===== config.mk =====
export PLATFORM = sky130hd
export DESIGN_NAME = lnk_walker_flat
export DESIGN_NICKNAME = d
export VERILOG_FILES = /design/src/rtl/lnk_walker_if.sv /design/src/rtl/lnk_walker.sv /design/src/flat_wrapper.sv
export SDC_FILE = /design/constraint.sdc
export NUM_CORES = 1
export LEC_CHECK = 0
export CORE_MARGIN = 2
export CORE_UTILIZATION = 49
export CTS_CLUSTER_SIZE = 40
export DETAILED_ROUTE_END_ITERATION = 6
export PLACE_DENSITY = 0.91
export SLEW_MARGIN = 25
export SYNTH_ARGS = -nofsm -noshare
export SYNTH_HDL_FRONTEND = slang
export SYNTH_SLANG_ARGS = --single-unit

===== constraint.sdc =====
create_clock -name clk -period 3.4 [get_ports clk]
set_clock_uncertainty 0.1 [all_clocks]
set_input_delay 0.68 -clock clk [delete_from_list [all_inputs] [get_ports clk]]
set_output_delay 0.68 -clock clk [all_outputs]
set_load 0.02 [all_outputs]

===== src/rtl/lnk_walker_if.sv =====
// Control, status and node-memory signals of the linked-list walker.
// master = requester/memory side, slave = walker.
interface lnk_walker_if #(
    parameter int unsigned DATA_W = 16,
    parameter int unsigned ADDR_W = 12,
    parameter int unsigned HOP_W  = 8
);
    logic              start;
    logic              abort;
    logic [1:0]        mode;
    logic [ADDR_W-1:0] head_addr;
    logic [DATA_W-1:0] key;
    logic [ADDR_W-1:0] mem_addr;
    logic [DATA_W-1:0] mem_data_a;
    logic [ADDR_W-1:0] mem_data_b;
    logic              busy;
    logic              done;
    logic              found;
    logic [ADDR_W-1:0] result_addr;
    logic [HOP_W-1:0]  hop_count;
    logic              timeout;

    modport master (
        output start, abort, mode, head_addr, key, mem_data_a, mem_data_b,
        input  mem_addr, busy, done, found, result_addr, hop_count, timeout
    );

    modport slave (
        input  start, abort, mode, head_addr, key, mem_data_a, mem_data_b,
        output mem_addr, busy, done, found, result_addr, hop_count, timeout
    );
endinterface


===== src/rtl/lnk_walker.sv =====
// Linked-list walker: follows next pointers from a head node until a match or a null pointer.
// Optional hop limit enabled by defining LNK_HOP_LIMIT_EN.
module lnk_walker #(
    parameter int unsigned DATA_W   = 16,
    parameter int unsigned ADDR_W   = 12,
    parameter int unsigned HOP_W    = 8,
    parameter int unsigned MAX_HOPS = 255
) (
    input logic          clk,
    input logic          rst_n,
    lnk_walker_if.slave  bus
);

    typedef enum logic [1:0] {StIdle, StFetch, StCheck, StDone} state_e;

    if (MAX_HOPS < 1 || MAX_HOPS > (2 ** HOP_W) - 1) begin : g_bad_max_hops
        $error("lnk_walker: MAX_HOPS out of range for HOP_W");
    end

    state_e            state_q;
    logic [1:0]        mode_q;
    logic [DATA_W-1:0] key_q;
    logic [ADDR_W-1:0] mem_addr_q;
    logic              busy_q;
    logic              done_q;
    logic              found_q;
    logic [ADDR_W-1:0] result_q;
    logic [HOP_W-1:0]  hop_q;
    logic              match;
    logic              next_null;

    assign next_null = (bus.mem_data_b == '0);

    always_comb begin
        match = 1'b0;
        case (mode_q)
            2'd1:    match = (hop_q == key_q[HOP_W-1:0]);
            2'd2:    match = next_null;
            default: match = (bus.mem_data_a == key_q);
        endcase
    end

`ifdef LNK_HOP_LIMIT_EN
    logic timeout_q;
    logic hop_limit;

    assign hop_limit   = (hop_q == HOP_W'(MAX_HOPS));
    assign bus.timeout = timeout_q;
`else
    assign bus.timeout = 1'b0;
`endif

    // mem_addr_q doubles as the current node address; it only moves when entering StFetch.
    always_ff @(posedge clk or negedge rst_n) begin
        if (!rst_n) begin
            state_q    <= StIdle;
            mode_q     <= 2'd0;
            key_q      <= '0;
            mem_addr_q <= '0;
            busy_q     <= 1'b0;
            done_q     <= 1'b0;
            found_q    <= 1'b0;
            result_q   <= '0;
            hop_q      <= '0;
`ifdef LNK_HOP_LIMIT_EN
            timeout_q  <= 1'b0;
`endif
        end else begin
            done_q <= 1'b0;
            case (state_q)
                StIdle: begin
                    if (bus.start) begin
                        found_q  <= 1'b0;
                        result_q <= '0;
                        hop_q    <= '0;
`ifdef LNK_HOP_LIMIT_EN
                        timeout_q <= 1'b0;
`endif
                        if (bus.head_addr != '0) begin
                            mode_q     <= bus.mode;
                            key_q      <= bus.key;
                            mem_addr_q <= bus.head_addr;
                            busy_q     <= 1'b1;
                            state_q    <= StFetch;
                        end else begin
                            done_q  <= 1'b1;
                            state_q <= StDone;
                        end
                    end
                end
                StFetch: begin
                    if (bus.abort) begin
                        busy_q   <= 1'b0;
                        found_q  <= 1'b0;
                        result_q <= '0;
                        state_q  <= StIdle;
                    end else begin
                        state_q <= StCheck;
                    end
                end
                StCheck: begin
                    if (bus.abort) begin
                        busy_q   <= 1'b0;
                        found_q  <= 1'b0;
                        result_q <= '0;
                        state_q  <= StIdle;
                    end else if (match) begin
                        found_q  <= 1'b1;
                        result_q <= mem_addr_q;
                        busy_q   <= 1'b0;
                        done_q   <= 1'b1;
                        state_q  <= StDone;
                    end else if (next_null) begin
                        found_q  <= 1'b0;
                        result_q <= '0;
                        busy_q   <= 1'b0;
                        done_q   <= 1'b1;
                        state_q  <= StDone;
                    end
`ifdef LNK_HOP_LIMIT_EN
                    else if (hop_limit) begin
                        found_q   <= 1'b0;
                        result_q  <= '0;
                        timeout_q <= 1'b1;
                        busy_q    <= 1'b0;
                        done_q    <= 1'b1;
                        state_q   <= StDone;
                    end
`endif
                    else begin
                        mem_addr_q <= bus.mem_data_b;
                        if (hop_q != '1) begin
                            hop_q <= hop_q + HOP_W'(1);
                        end
                        state_q <= StFetch;
                    end
                end
                StDone: begin
                    state_q <= StIdle;
                end
                default: begin
                    busy_q  <= 1'b0;
                    state_q <= StIdle;
                end
            endcase
        end
    end

    assign bus.mem_addr    = mem_addr_q;
    assign bus.busy        = busy_q;
    assign bus.done        = done_q;
    assign bus.found       = found_q;
    assign bus.result_addr = result_q;
    assign bus.hop_count   = hop_q;

endmodule


===== src/flat_wrapper.sv =====
// flat-port wrapper written by rule: the top's interface ports become plain ports
module lnk_walker_flat 
#(
    parameter int unsigned DATA_W   = 16,
    parameter int unsigned ADDR_W   = 12,
    parameter int unsigned HOP_W    = 8,
    parameter int unsigned MAX_HOPS = 255
)
  (clk, rst_n, bus_start, bus_abort, bus_mode, bus_head_addr, bus_key, bus_mem_data_a, bus_mem_data_b, bus_mem_addr, bus_busy, bus_done, bus_found, bus_result_addr, bus_hop_count, bus_timeout);
  lnk_walker_if #(.DATA_W(DATA_W), .ADDR_W(ADDR_W), .HOP_W(HOP_W)) bus_i ();
  input logic clk;
  input logic rst_n;
  input wire logic [$bits(bus_i.start)-1:0] bus_start;
  input wire logic [$bits(bus_i.abort)-1:0] bus_abort;
  input wire logic [$bits(bus_i.mode)-1:0] bus_mode;
  input wire logic [$bits(bus_i.head_addr)-1:0] bus_head_addr;
  input wire logic [$bits(bus_i.key)-1:0] bus_key;
  input wire logic [$bits(bus_i.mem_data_a)-1:0] bus_mem_data_a;
  input wire logic [$bits(bus_i.mem_data_b)-1:0] bus_mem_data_b;
  output wire logic [$bits(bus_i.mem_addr)-1:0] bus_mem_addr;
  output wire logic [$bits(bus_i.busy)-1:0] bus_busy;
  output wire logic [$bits(bus_i.done)-1:0] bus_done;
  output wire logic [$bits(bus_i.found)-1:0] bus_found;
  output wire logic [$bits(bus_i.result_addr)-1:0] bus_result_addr;
  output wire logic [$bits(bus_i.hop_count)-1:0] bus_hop_count;
  output wire logic [$bits(bus_i.timeout)-1:0] bus_timeout;
  assign bus_i.start = bus_start;
  assign bus_i.abort = bus_abort;
  assign bus_i.mode = bus_mode;
  assign bus_i.head_addr = bus_head_addr;
  assign bus_i.key = bus_key;
  assign bus_i.mem_data_a = bus_mem_data_a;
  assign bus_i.mem_data_b = bus_mem_data_b;
  assign bus_mem_addr = bus_i.mem_addr;
  assign bus_busy = bus_i.busy;
  assign bus_done = bus_i.done;
  assign bus_found = bus_i.found;
  assign bus_result_addr = bus_i.result_addr;
  assign bus_hop_count = bus_i.hop_count;
  assign bus_timeout = bus_i.timeout;
  lnk_walker #(.DATA_W(DATA_W), .ADDR_W(ADDR_W), .HOP_W(HOP_W), .MAX_HOPS(MAX_HOPS)) u_core (.clk(clk), .rst_n(rst_n), .bus(bus_i));
endmodule

==> impl_metrics.env <==
export IMPL_synth_ff_latch_count=55
export IMPL_track_usage_pct=23.9
export IMPL_dieArea_sq_um=6540
export IMPL_vias_per_cell=5.71
export IMPL_cts_tree="done"
export IMPL_r2r_start="u_core.state_q[0]$_DFFE_PN0N_"
export IMPL_max_freq_mhz=372
export IMPL_dp_hpwl_microns=5730
export IMPL_ant_nets=0
export IMPL_post_route_drc_count=0
export IMPL_die_y_microns=80.9
export IMPL_worst_r2r_path_depth=8
export IMPL_port_buffers=96
export IMPL_synth_edff_count=0
export IMPL_cts_root_buf="clkbuf_8"
export IMPL_seq_area_frac_synth_pct=47.5
export IMPL_diodes=0
export IMPL_hold_viol_final=0
export IMPL_holdBufCountCts=0
export IMPL_gp_congestion=0.885
export IMPL_grt_antenna_before_repair=0
export IMPL_syn_nets=319
export IMPL_fin_cells=417
export IMPL_syn_inst=249
export IMPL_grt_max_degree=30
export IMPL_clock_sinks=55
export IMPL_drive_gt1_share_pct=13.9
export IMPL_ctsLongestPathBuffers=2
export IMPL_grt_pass1_vias=2491
export IMPL_hold_class="in -> async"
export IMPL_setup_viol_count_final=0
export IMPL_leakagePower_nw=1.69
export IMPL_htreeDepth=2
export IMPL_start_util_pct=51.6
export IMPL_slew_violations=0
export IMPL_ys_async_sr_fraction_pct=100
export IMPL_core_area_sq_um=5610
export IMPL_power_density_nw_per_um2=722
export IMPL_clkLatencyLatePin_ns=0.31
export IMPL_fp_row_count=27
export IMPL_layout_area_overhead_vs_synth_pct=39.0
export IMPL_max_slew_margin_rel_pct=60.3
export IMPL_drt_iter0_markers=95
export IMPL_postPlaceCellArea_sq_um=3910
export IMPL_first_pass_iters=4
export IMPL_cp_arrival_ns=2.83
export IMPL_synth_area_per_cell_sq_um=11.6
export IMPL_peakVddDrop_mv=0.412
export IMPL_cts_setup_buffers=0
export IMPL_drt_wl_total_microns=7410
export IMPL_critPathKind="in -> reg"
export IMPL_end_kind="flip-flop"
export IMPL_final_area_sq_um=4020
export IMPL_fin_nets=414
export IMPL_worstSetupStartpointType="input port"
export IMPL_outcome="finished clean"
export IMPL_worstMarginPinSlew_ns=0.594
export IMPL_grt_overflow_total=0
export IMPL_synth_ff_type="dfrtp_1"
export IMPL_wire_per_inst_microns=17.8
export IMPL_fin_util_pct=71.8
export IMPL_cts_resized=0
export IMPL_top_level_ports=98
export IMPL_cts_clk_slew_worst_paths_ns=0.10
export IMPL_fin_crit_sh_pct=79.2
export IMPL_cp_max_fo=16
export IMPL_ys_top_cells_by_area="dfrtp_1 48%, mux2_2 12%, xor2_1 6.4%"
export IMPL_drv_cap=0
export IMPL_synth_area_leader_cell="dfrtp_1"
export IMPL_rsz0062_at_grt="no"
export IMPL_synth_cell_types=43
export IMPL_synth_area_sq_um=2900
export IMPL_vias=2379
export IMPL_setup_tns_ns=0
export IMPL_chipWidth_microns=80.9
export IMPL_r2r_setup_slack_ns=0.93
export IMPL_period_minus_slack_ns=2.69
export IMPL_grt_pass1_wl_microns=12000
export IMPL_cts_inserted_buffers=5
export IMPL_dp_cells=409
export IMPL_yosysWarnings=0
export IMPL_r2r_end="u_core.bus.hop_count[3]$_DFFE_PN0P_"
export IMPL_synth_top_area_share_pct=47.5
export IMPL_crit_required_ns=3.54
==> worst max path at each step <==
| stage | start | end | slack (ns) |
|---|---|---|---|
| after detailed placement | bus_mem_data_b[4] | u_core.bus.hop_count[7]$_DFFE_PN0P_ | 0.43 |
| after global placement | bus_mem_data_b[4] | u_core.bus.hop_count[7]$_DFFE_PN0P_ | 0.48 |
| after global routing | bus_mem_data_b[0] | u_core.bus.hop_count[3]$_DFFE_PN0P_ | 0.58 |
| after CTS | bus_mem_data_b[4] | u_core.bus.hop_count[7]$_DFFE_PN0P_ | 0.72 |
| final | bus_mem_data_b[8] | u_core.bus.hop_count[3]$_DFFE_PN0P_ | 0.71 |
| after floorplan | bus_mem_data_a[6] | u_core.bus.mem_addr[10]$_DFFE_PN0P_ | 1.02 |
==> report_power, final <==
group,leakage (nW),total [W],switching [W],internal [W]
clock network,0.0558,0.000443,0.000220,0.000223
logic,0.934,0.00137,0.000670,0.000697
registers,0.696,0.00110,0.000213,0.000884
==> final cells by class <==
| class | count | area, sq um |
|---|---|---|
| Inverter | 7 | 26.3 |
| Tap cell | 72 | 90.1 |
| Clock inverter | 2 | 38.8 |
| Multi-Input combinational cell | 174 | 1430 |
| Sequential cell | 55 | 1380 |
| Timing Repair Buffer | 101 | 993 |
| Fill cell | 405 | 1580 |
| Clock buffer | 6 | 72.6 |
==> metrics by stage <==
| step | total power [W] | hold slack (ns) | setup slack (ns) |
|---|---|---|---|
| 6_report | 0.00291 | 0.252 | 0.709 |
| 5_1_grt | 0.00308 | 0.295 | 0.580 |
| 4_1_cts | 0.00292 | 0.279 | 0.722 |
| 3_5_place_dp | 0.00247 | 0.368 | 0.429 |
| 3_3_place_gp | 0.00239 | 0.381 | 0.476 |
| 2_1_floorplan | 0.00194 | 0.284 | 1.02 |
==> critical path: stages <==
cell and delay, ns:
clkdlybuf4s50_1 0.53, nor4_1 0.09, and3_1 0.23, a221oi_2 0.31, o211ai_2 0.13, buf_4 0.20, or4_1 0.51, a21oi_1 0.15
==> state kept, by name, summed over array words and instances, names as in the netlist <==
register / cells
u_core.bus.busy: 1
u_core.bus.done: 1
u_core.bus.found: 1
u_core.bus.hop_count: 8
u_core.bus.mem_addr: 12
u_core.bus.result_addr: 12
u_core.key_q: 16
u_core.mode_q: 2
u_core.state_q: 2
==> synthesized netlist by cell type (all sizes together), types with 5 or more instances <==
library cell  number
xor2              21
a21oi              7
nor4              10
nand2             11
clkbuf             5
ha                 8
buf                8
nor2               7
inv                7
nand4              5
a22o              12
o21ai              7
mux2              40
dfrtp             55
==> placed cells by master, fill, tap and decap left out, types with 3 or more instances in the layout <==
cell,count
inv_1,7
xor2_1,21
o21ai_0,7
clkdlybuf4s50_1,95
clkbuf_8,5
nand3_1,3
o41ai_1,3
a21oi_1,7
nor2_1,7
nand2_1,11
nand4_1,5
ha_1,8
nor3_1,3
xnor2_1,3
buf_4,5
nor4_1,10
mux2_2,30
nor2b_1,4
dfrtp_1,55
or3_1,4
a22o_1,12
mux2_1,10
o31ai_1,3
==> kinds of logic (layout without fill, tap and decap cells) <==
family          count (synthesis)  count (layout)  share of synthesized area, %
simple gates                   58              58                          11.5
flops                          55              55                          47.5
mux                            42              42                          16.2
compound gates                 41              41                          10.7
buf+inv                        20             116                          3.20
xor+xnor                       24              24                          7.26
other cells                     1               1                         0.130
fa+ha+maj                       8               8                          3.46
==> per-layer routing <==
| metal | GRT usage (%) | part of all wire, % |
|---|---|---|
| met1 | 26.2 | 38 |
| met2 | 43.7 | 51 |
| met3 | 7.67 | 8.7 |
| met4 | 7.63 | 2.3 |
| met5 | 0 | 0 |
Note: power is estimated with default switching activity, not from simulation.
